File: src/rtl/seq_div.sv
// seq_div: 8-bit unsigned restoring divider, one quotient bit per clock.
// A single 16-bit accumulator holds partial remainder (upper byte) and
// dividend/quotient bits (lower byte); quotient bits shift in from the right.
module seq_div (
   input  logic       clk_i,
   input  logic       reset_i,   // synchronous, active-low
   input  logic       wrt_i,
   input  logic [7:0] dvd_i,
   input  logic [7:0] dvs_i,
   output logic [7:0] quot_o,
   output logic [7:0] rem_o,
   output logic       busy_o,
   output logic       done_o,
   output logic       dbz_o
);

   localparam logic [1:0] S_IDLE = 2'd0;
   localparam logic [1:0] S_RUN  = 2'd1;
   localparam logic [1:0] S_DONE = 2'd2;

   logic [1:0]  state_q, state_d;
   logic [15:0] acc_q, acc_d;
   logic [7:0]  dvs_q, dvs_d;
   logic [3:0]  cnt_q, cnt_d;
   logic        dbz_q, dbz_d;

   // Trial subtract on the 9-bit shifted partial remainder; one extra bit
   // carries the borrow. The shifted remainder can reach 2*D-1, so an
   // 8-bit compare would lose the top bit.
   logic [9:0]  trial;
   logic        borrow;

   assign trial  = {1'b0, acc_q[15:7]} - {2'b00, dvs_q};
   assign borrow = trial[9];

   // Next-state: load on accepted strobe, iterate in RUN, hold otherwise
   always_comb begin
      state_d = state_q;
      acc_d   = acc_q;
      dvs_d   = dvs_q;
      cnt_d   = cnt_q;
      dbz_d   = dbz_q;
      case (state_q)
         S_IDLE, S_DONE: begin
            if (wrt_i) begin
               acc_d   = {8'h00, dvd_i};
               dvs_d   = dvs_i;
               cnt_d   = 4'd0;
               dbz_d   = (dvs_i == 8'h00);
               state_d = S_RUN;
            end
         end
         S_RUN: begin
            // Divisor 0 takes this same path: every trial succeeds, giving
            // quotient FF and the dividend as remainder.
            if (!borrow) acc_d = {trial[7:0], acc_q[6:0], 1'b1};
            else         acc_d = {acc_q[14:0], 1'b0};
            cnt_d = cnt_q + 4'd1;
            if (cnt_q == 4'd7) state_d = S_DONE;
         end
         default: state_d = S_IDLE;
      endcase
   end

   // State registers; reset overrides everything including a load strobe
   always_ff @(posedge clk_i) begin
      if (!reset_i) begin
         state_q <= S_IDLE;
         acc_q   <= 16'h0000;
         dvs_q   <= 8'h00;
         cnt_q   <= 4'd0;
         dbz_q   <= 1'b0;
      end else begin
         state_q <= state_d;
         acc_q   <= acc_d;
         dvs_q   <= dvs_d;
         cnt_q   <= cnt_d;
         dbz_q   <= dbz_d;
      end
   end

   assign quot_o = acc_q[7:0];
   assign rem_o  = acc_q[15:8];
   assign busy_o = (state_q == S_RUN);
   assign done_o = (state_q == S_DONE);
   assign dbz_o  = dbz_q;

endmodule

File: config.mk
export PLATFORM = sky130hd
export DESIGN_NAME = seq_div
export DESIGN_NICKNAME = d
export VERILOG_FILES = /design/src/rtl/seq_div.sv
export SDC_FILE = /design/constraint.sdc
export NUM_CORES = 1
export LEC_CHECK = 0
export BUFFER_PORTS_ARGS = -buffer_cell sky130_fd_sc_hd__buf_2
export CAP_MARGIN = 0
export CORE_MARGIN = 8
export CORE_UTILIZATION = 31
export CTS_BUF_LIST = sky130_fd_sc_hd__clkbuf_4 sky130_fd_sc_hd__clkbuf_8
export CTS_CLUSTER_DIAMETER = 50
export DETAILED_ROUTE_END_ITERATION = 8
export PLACE_DENSITY_LB_ADDON = 0.25
export SLEW_MARGIN = 20
export SYNTH_ARGS = -nofsm -noshare
export SYNTH_HDL_FRONTEND = slang
export SYNTH_SLANG_ARGS = --single-unit
File: constraint.sdc
create_clock -name clk_i -period 4.6 [get_ports clk_i]
set_input_delay 0.69 -clock clk_i [delete_from_list [all_inputs] [get_ports clk_i]]
set_output_delay 0.69 -clock clk_i [all_outputs]
set_load 0.02 [all_outputs]
# --- Word-level counts from Yosys, hierarchy flattened ---
# Cells that the tools add are included.
word_totals:
  regBits: 31
  in_bits: 19
  output_inout_bits: 19
  elab_cells: 27
classes:
  n_addsub: 2
  reduce_logical: 7
  mux: 8
  eq_ne: 5
ops:
  columns: ["operator", "count"]
  rows:
  - ["$mux W16", 2]
  - ["$pmux W16 S2", 1]
  - ["$sub A9 B8 Y10", 1]
  - ["$logic_not A8 Y1", 1]
  - ["$pmux W4 S2", 1]
  - ["$reduce_and A2 Y1", 3]
  - ["$add A4 B1 Y4 const B", 1]
  - ["$eq A4 B3 Y1 const B", 1]
  - ["$mux W2", 2]
  - ["$mux W4", 1]
  - ["$pmux W2 S2", 1]
  - ["$eq A2 B1 Y1 const B", 1]
  - ["$eq A2 B2 Y1 const B", 1]
  - ["$logic_not A2 Y1", 1]
  - ["$ne A2 B1 Y1 const B", 1]
  - ["$ne A2 B2 Y1 const B", 1]
  - ["$reduce_bool A2 Y1", 1]
  - ["$reduce_or A2 Y1", 1]

# --- Depth between registers and ports, before layout ---
depth:
  ltp_word: 4
  mapped_depth: 9
  mapped_depth_nobuf: 9

# --- Worst setup path after synthesis ---
# No wires, ideal clock.
synth_path:
  path_type: "flip-flop to flip-flop"
  from: "register acc_q[13]"
  to: "register acc_q[8]"
  path_stages_with_launch: 8
  n_path_buf: 1
  setup_time_ns: 0.117
  synth_period_minus_slack_ns: 1.921
  path_slack_ns: 2.679
  arrival_ns: 1.803
  required_time_ns: 4.483
  cell_sequence: "dfxtp_1 ha_1 a21oi_1 o221ai_1 nor2_2 buf_4 nand2_1 a32o_1"
synth_via:
  elab_chain_cells: 3
synth_lines:
  columns: ["item", "line", "text"]
  rows:
  - ["start: declaration", "22", "logic [15:0] acc_q, acc_d;"]
  - ["start signal: assignment", "69", "acc_q <= 16'h0000;"]
  - ["start signal: assignment", "75", "acc_q <= acc_d;"]
  - ["$sub A9 B8 Y10", "33", "assign trial = {1'b0, acc_q[15:7]} - {2'b00, dvs_q};"]
  - ["$mux W16", "56", "if (!borrow) acc_d = {trial[7:0], acc_q[6:0], 1'b1};"]
  - ["$pmux W16 S2", "43", "case (state_q)"]
# Every way passes these cells.
# A chain may end at the register's enable or synchronous reset.

# --- Worst setup path in the final report ---
# Same ends and word-level chain as after synthesis.

==> tab_implementation.tex <==
\begin{tabular}{lr}
\hline
Metric & Value \\
\hline
\multicolumn{2}{l}{\textbf{Routing}} \\
Vias & $\sim$1500 \\
Drt first-iter violations & 50 \\
DRC violations left & 0 \\
Average routed wire per standard cell & $\sim$13 um \\
Ratio of routed vias to standard cells & between 4 and 5 \\
First-pass iteration count of the detailed router & 4 \\
Remaining number of nets flagged by the antenna check after routing & 0 \\
Routed wire length & approximately 4100 um \\
\multicolumn{2}{l}{\textbf{Worst setup path}} \\
Crit. End Element & flip-flop \\
CP Class & reg -> reg \\
Slowest library cell on the worst path & sky130\_fd\_sc\_hd\_\_nor2\_2 \\
Worst Path Required & 4.77 ns \\
Setup slack of the worst register-to-register path & between 2 and 2.5 ns \\
Biggest cell delay along the critical path & 0.55 ns \\
Sequence of cells on the critical path & ha\_1 -> a21oi\_1 -> o221ai\_1 -> nor2\_2 -> nand2\_1 -> a32o\_1 \\
CP arrival & around 2.4 ns \\
Length in cells of the worst reg-to-reg path & 6 \\
Max FO, Critical Path & 12 \\
Startpoint Class & flip-flop \\
\multicolumn{2}{l}{\textbf{Synth}} \\
Proportion of netlist area held by the largest area contributor & a little under two fifths \\
Sequential area share after synthesis & a little under two fifths \\
Count of unique library cells instantiated by Yosys & 36 \\
Mapped Nets & about 230 \\
Flops \& latches, synth & 31 \\
Cell types occupying the most area after synthesis & sky130\_fd\_sc\_hd\_\_dfxtp\_1 37\%, sky130\_fd\_sc\_hd\_\_nand2\_1 8.2\%, sky130\_fd\_sc\_hd\_\_a21boi\_0 7.2\%, sky130\_fd\_sc\_hd\_\_ha\_1 6.8\%, sky130\_fd\_sc\_hd\_\_a22oi\_1 4.1\% \\
Count of yosys warnings during synthesis & 0 \\
Dominant cell type by area after synthesis & sky130\_fd\_sc\_hd\_\_dfxtp\_1 \\
Mean area per synthesized cell & roughly 8.4 um\^{}2 \\
Cell count after synthesis & 198 \\
Post-synthesis cell area & $\sim$1700 um\^{}2 \\
\multicolumn{2}{l}{\textbf{Timing}} \\
Total negative slack for setup checks & 0 ns \\
Max Clock Freq & approximately 0.44 GHz \\
Transition time at the pin with the least slew margin & about 0.65 ns \\
Final count of pins violating max slew & 0 \\
Final clock period utilization by the worst path & between 40\% and 50\% \\
Setup repair after global routing missed its margin & false \\
Worst setup margin & 2.34 ns \\
Setup violations, final & 0 \\
Slew headroom & between 50 and 60\% \\
Final period demand of the worst path & roughly 2.3 ns \\
Worst clock skew & between 0.006 and 0.007 ns \\
Final hold violation count & 0 \\
Worst hold-check slack & about 0.46 ns \\
\multicolumn{2}{l}{\textbf{Floorplan}} \\
Standard-cell rows & 26 \\
Die height & slightly below 90 um \\
Overall die area & about 7900 um\^{}2 \\
Number of placed I/O pins & 38 \\
Die X-Extent & around 89 um \\
Placeable core area & 5140 um\^{}2 \\
Starting density of the core & 32.3\% \\
\multicolumn{2}{l}{\textbf{Place}} \\
Global placement routability congestion & 0.799 \\
Post-place instance area & 1900 um\^{}2 \\
Port buffer count & 37 \\
Worst-case setup slack after placement & 2.40 ns \\
DP Wirelength & around 3000 um \\
\multicolumn{2}{l}{\textbf{Clocking}} \\
Clock tree buffer depth & 2 \\
Latest clock arrival within the worst-skew pair & 0.29 ns \\
TritonCTS clock tree & yes \\
Total number of clock tree sinks & 31 \\
Number of hold-repair buffers added at the cts stage & 0 \\
Clk Tree Root Cell & sky130\_fd\_sc\_hd\_\_clkbuf\_8 \\
CTS H-tree depth & 2 \\
Post-CTS setup-driven buffer insertion count & 0 \\
Number of cells upsized or downsized after cts & 0 \\
Clock slew at the register clock pins of the worst setup and hold paths & approximately 0.060 ns \\
CTS buffer count & 5 \\
\multicolumn{2}{l}{\textbf{Global routing}} \\
Antenna violations before repair & 0 \\
Global route total overflow & 0 \\
GRT Util Overall & 11.1\% \\
Largest net degree at the start of global routing & 27 \\
Global-route wire length before repair & approximately 6800 um \\
Number of global-route vias before repair & 1479 \\
\multicolumn{2}{l}{\textbf{Power}} \\
Proportion of power drawn by the clock network & between 20 and 30\% \\
Cell internal pwr & 511 uW \\
IR drop worst, VDD & 0.141 mV \\
Gate power share & between 30\% and 40\% \\
Leakage power summed over all cells & approximately 0.00087 uW \\
Part of the power in registers & around two fifths \\
Psw & about 290 uW \\
Power per Cell Area & 402 nW/um\^{}2 \\
Switching power as a share of total power & 36.1\% \\
\multicolumn{2}{l}{\textbf{Outcome}} \\
Outcome & complete, no violations \\
\multicolumn{2}{l}{\textbf{Final layout}} \\
Share of layout cells above drive strength 1 & 21.3\% \\
Total Nets Final & $\sim$260 \\
Most frequent cells in the layout & 37 x sky130\_fd\_sc\_hd\_\_buf\_2, 36 x sky130\_fd\_sc\_hd\_\_nand2\_1, 31 x sky130\_fd\_sc\_hd\_\_dfxtp\_1 \\
Area growth from synthesis to layout & 20.0\% \\
Leading cell type in the layout, fill and taps excluded & sky130\_fd\_sc\_hd\_\_buf\_2 \\
Cell area after layout & between 1500 and 2000 um\^{}2 \\
Core Util, Final & 38.7\% \\
Ant. Diodes & 0 \\
\multicolumn{2}{l}{\textbf{Job}} \\
Count of maximum capacitance violations & 0 \\
\multicolumn{2}{l}{\textbf{Hold path}} \\
Worst hold stages & 2 \\
Hold crit path type & reg -> reg \\
\hline
\end{tabular}
cell usage after synthesis, drive strengths merged:
master   instances
a2111oi          1
a211oi           2
a21boi          16
a21oi            7
a22oi            9
a31o             1
a32o             1
a32oi            3
and2             3
and3             2
buf              3
clkbuf           6
dfxtp           31
fa               1
ha               9
inv             12
mux2i            4
nand2           36
nand2b           3
nand3            2
nand3b           1
nand4            2
nor2            11
nor2b            6
nor3             1
nor4             2
o21a             2
o21ai           12
o21bai           2
o221ai           1
o31ai            1
or4b             1
xor2             4
logic make-up after synthesis:
group	share of synthesized area (%)
buffers and inverters	4.98
AOI/OAI and AO/OA	25.1
DFF	37.4
muxes	2.42
adders and majority gates	8.00
and+or+nand+nor	19.9
xor gates and xnor gates	2.11
power by group through the flow:
stage | sequential [uW] | combinational, uW | clock, uW
final | 310 | 275 | 215
after detailed placement | 316 | 274 | 0
after floorplan | 330 | 199 | 0
after CTS | 310 | 275 | 224
after global placement | 316 | 274 | 0
after global routing | 313 | 303 | 238
final cells by class:
type / count / area (um^2)
fill: 569 / 3150
clock buffer: 6 / 76.3
multi-input combinational: 146 / 955
tap: 70 / 87.6
clock inverter: 2 / 12.5
inverter: 12 / 45.0
sequential: 31 / 621
timing repair buffer: 38 / 193
layer usage:
layer  track usage, %  wire length, um  share of wire [%]
met1             13.1             1960                 48
met2             18.2             1820                 45
met3             4.04              241                5.9
met4             3.63               56                1.4
met5                0                0                  0
metrics by stage:
stage	instances	total power (uW)
2_1_floorplan	198	529
4_1_cts	305	810
3_5_place_dp	297	590
5_1_grt	305	855
6_report	305	799
3_3_place_gp	297	590
critical path: cells and delay by family, from the launching register on:
| family | cells | cell delay [ns] |
|---|---|---|
| and+or+nand+nor | 2 | 0.66 |
| adders and majority gates | 1 | 0.38 |
| DFF | 1 | 0.34 |
| AOI/OAI and AO/OA | 3 | 0.77 |
final timing paths:
| path | start | end |
|---|---|---|
| min | dvs_q[2] | dvs_q[2] |
| max reg2reg | acc_q[13] | acc_q[8] |
| min reg2reg | dvs_q[2] | dvs_q[2] |
| max | acc_q[13] | acc_q[8] |
registers in the layout, summed over array words and instances, names as in the netlist:
signal	cells
acc_q	16
cnt_q	4
dbz_o	1
dvs_q	8
state_q	2
Note: power is estimated with default switching activity, not from simulation.
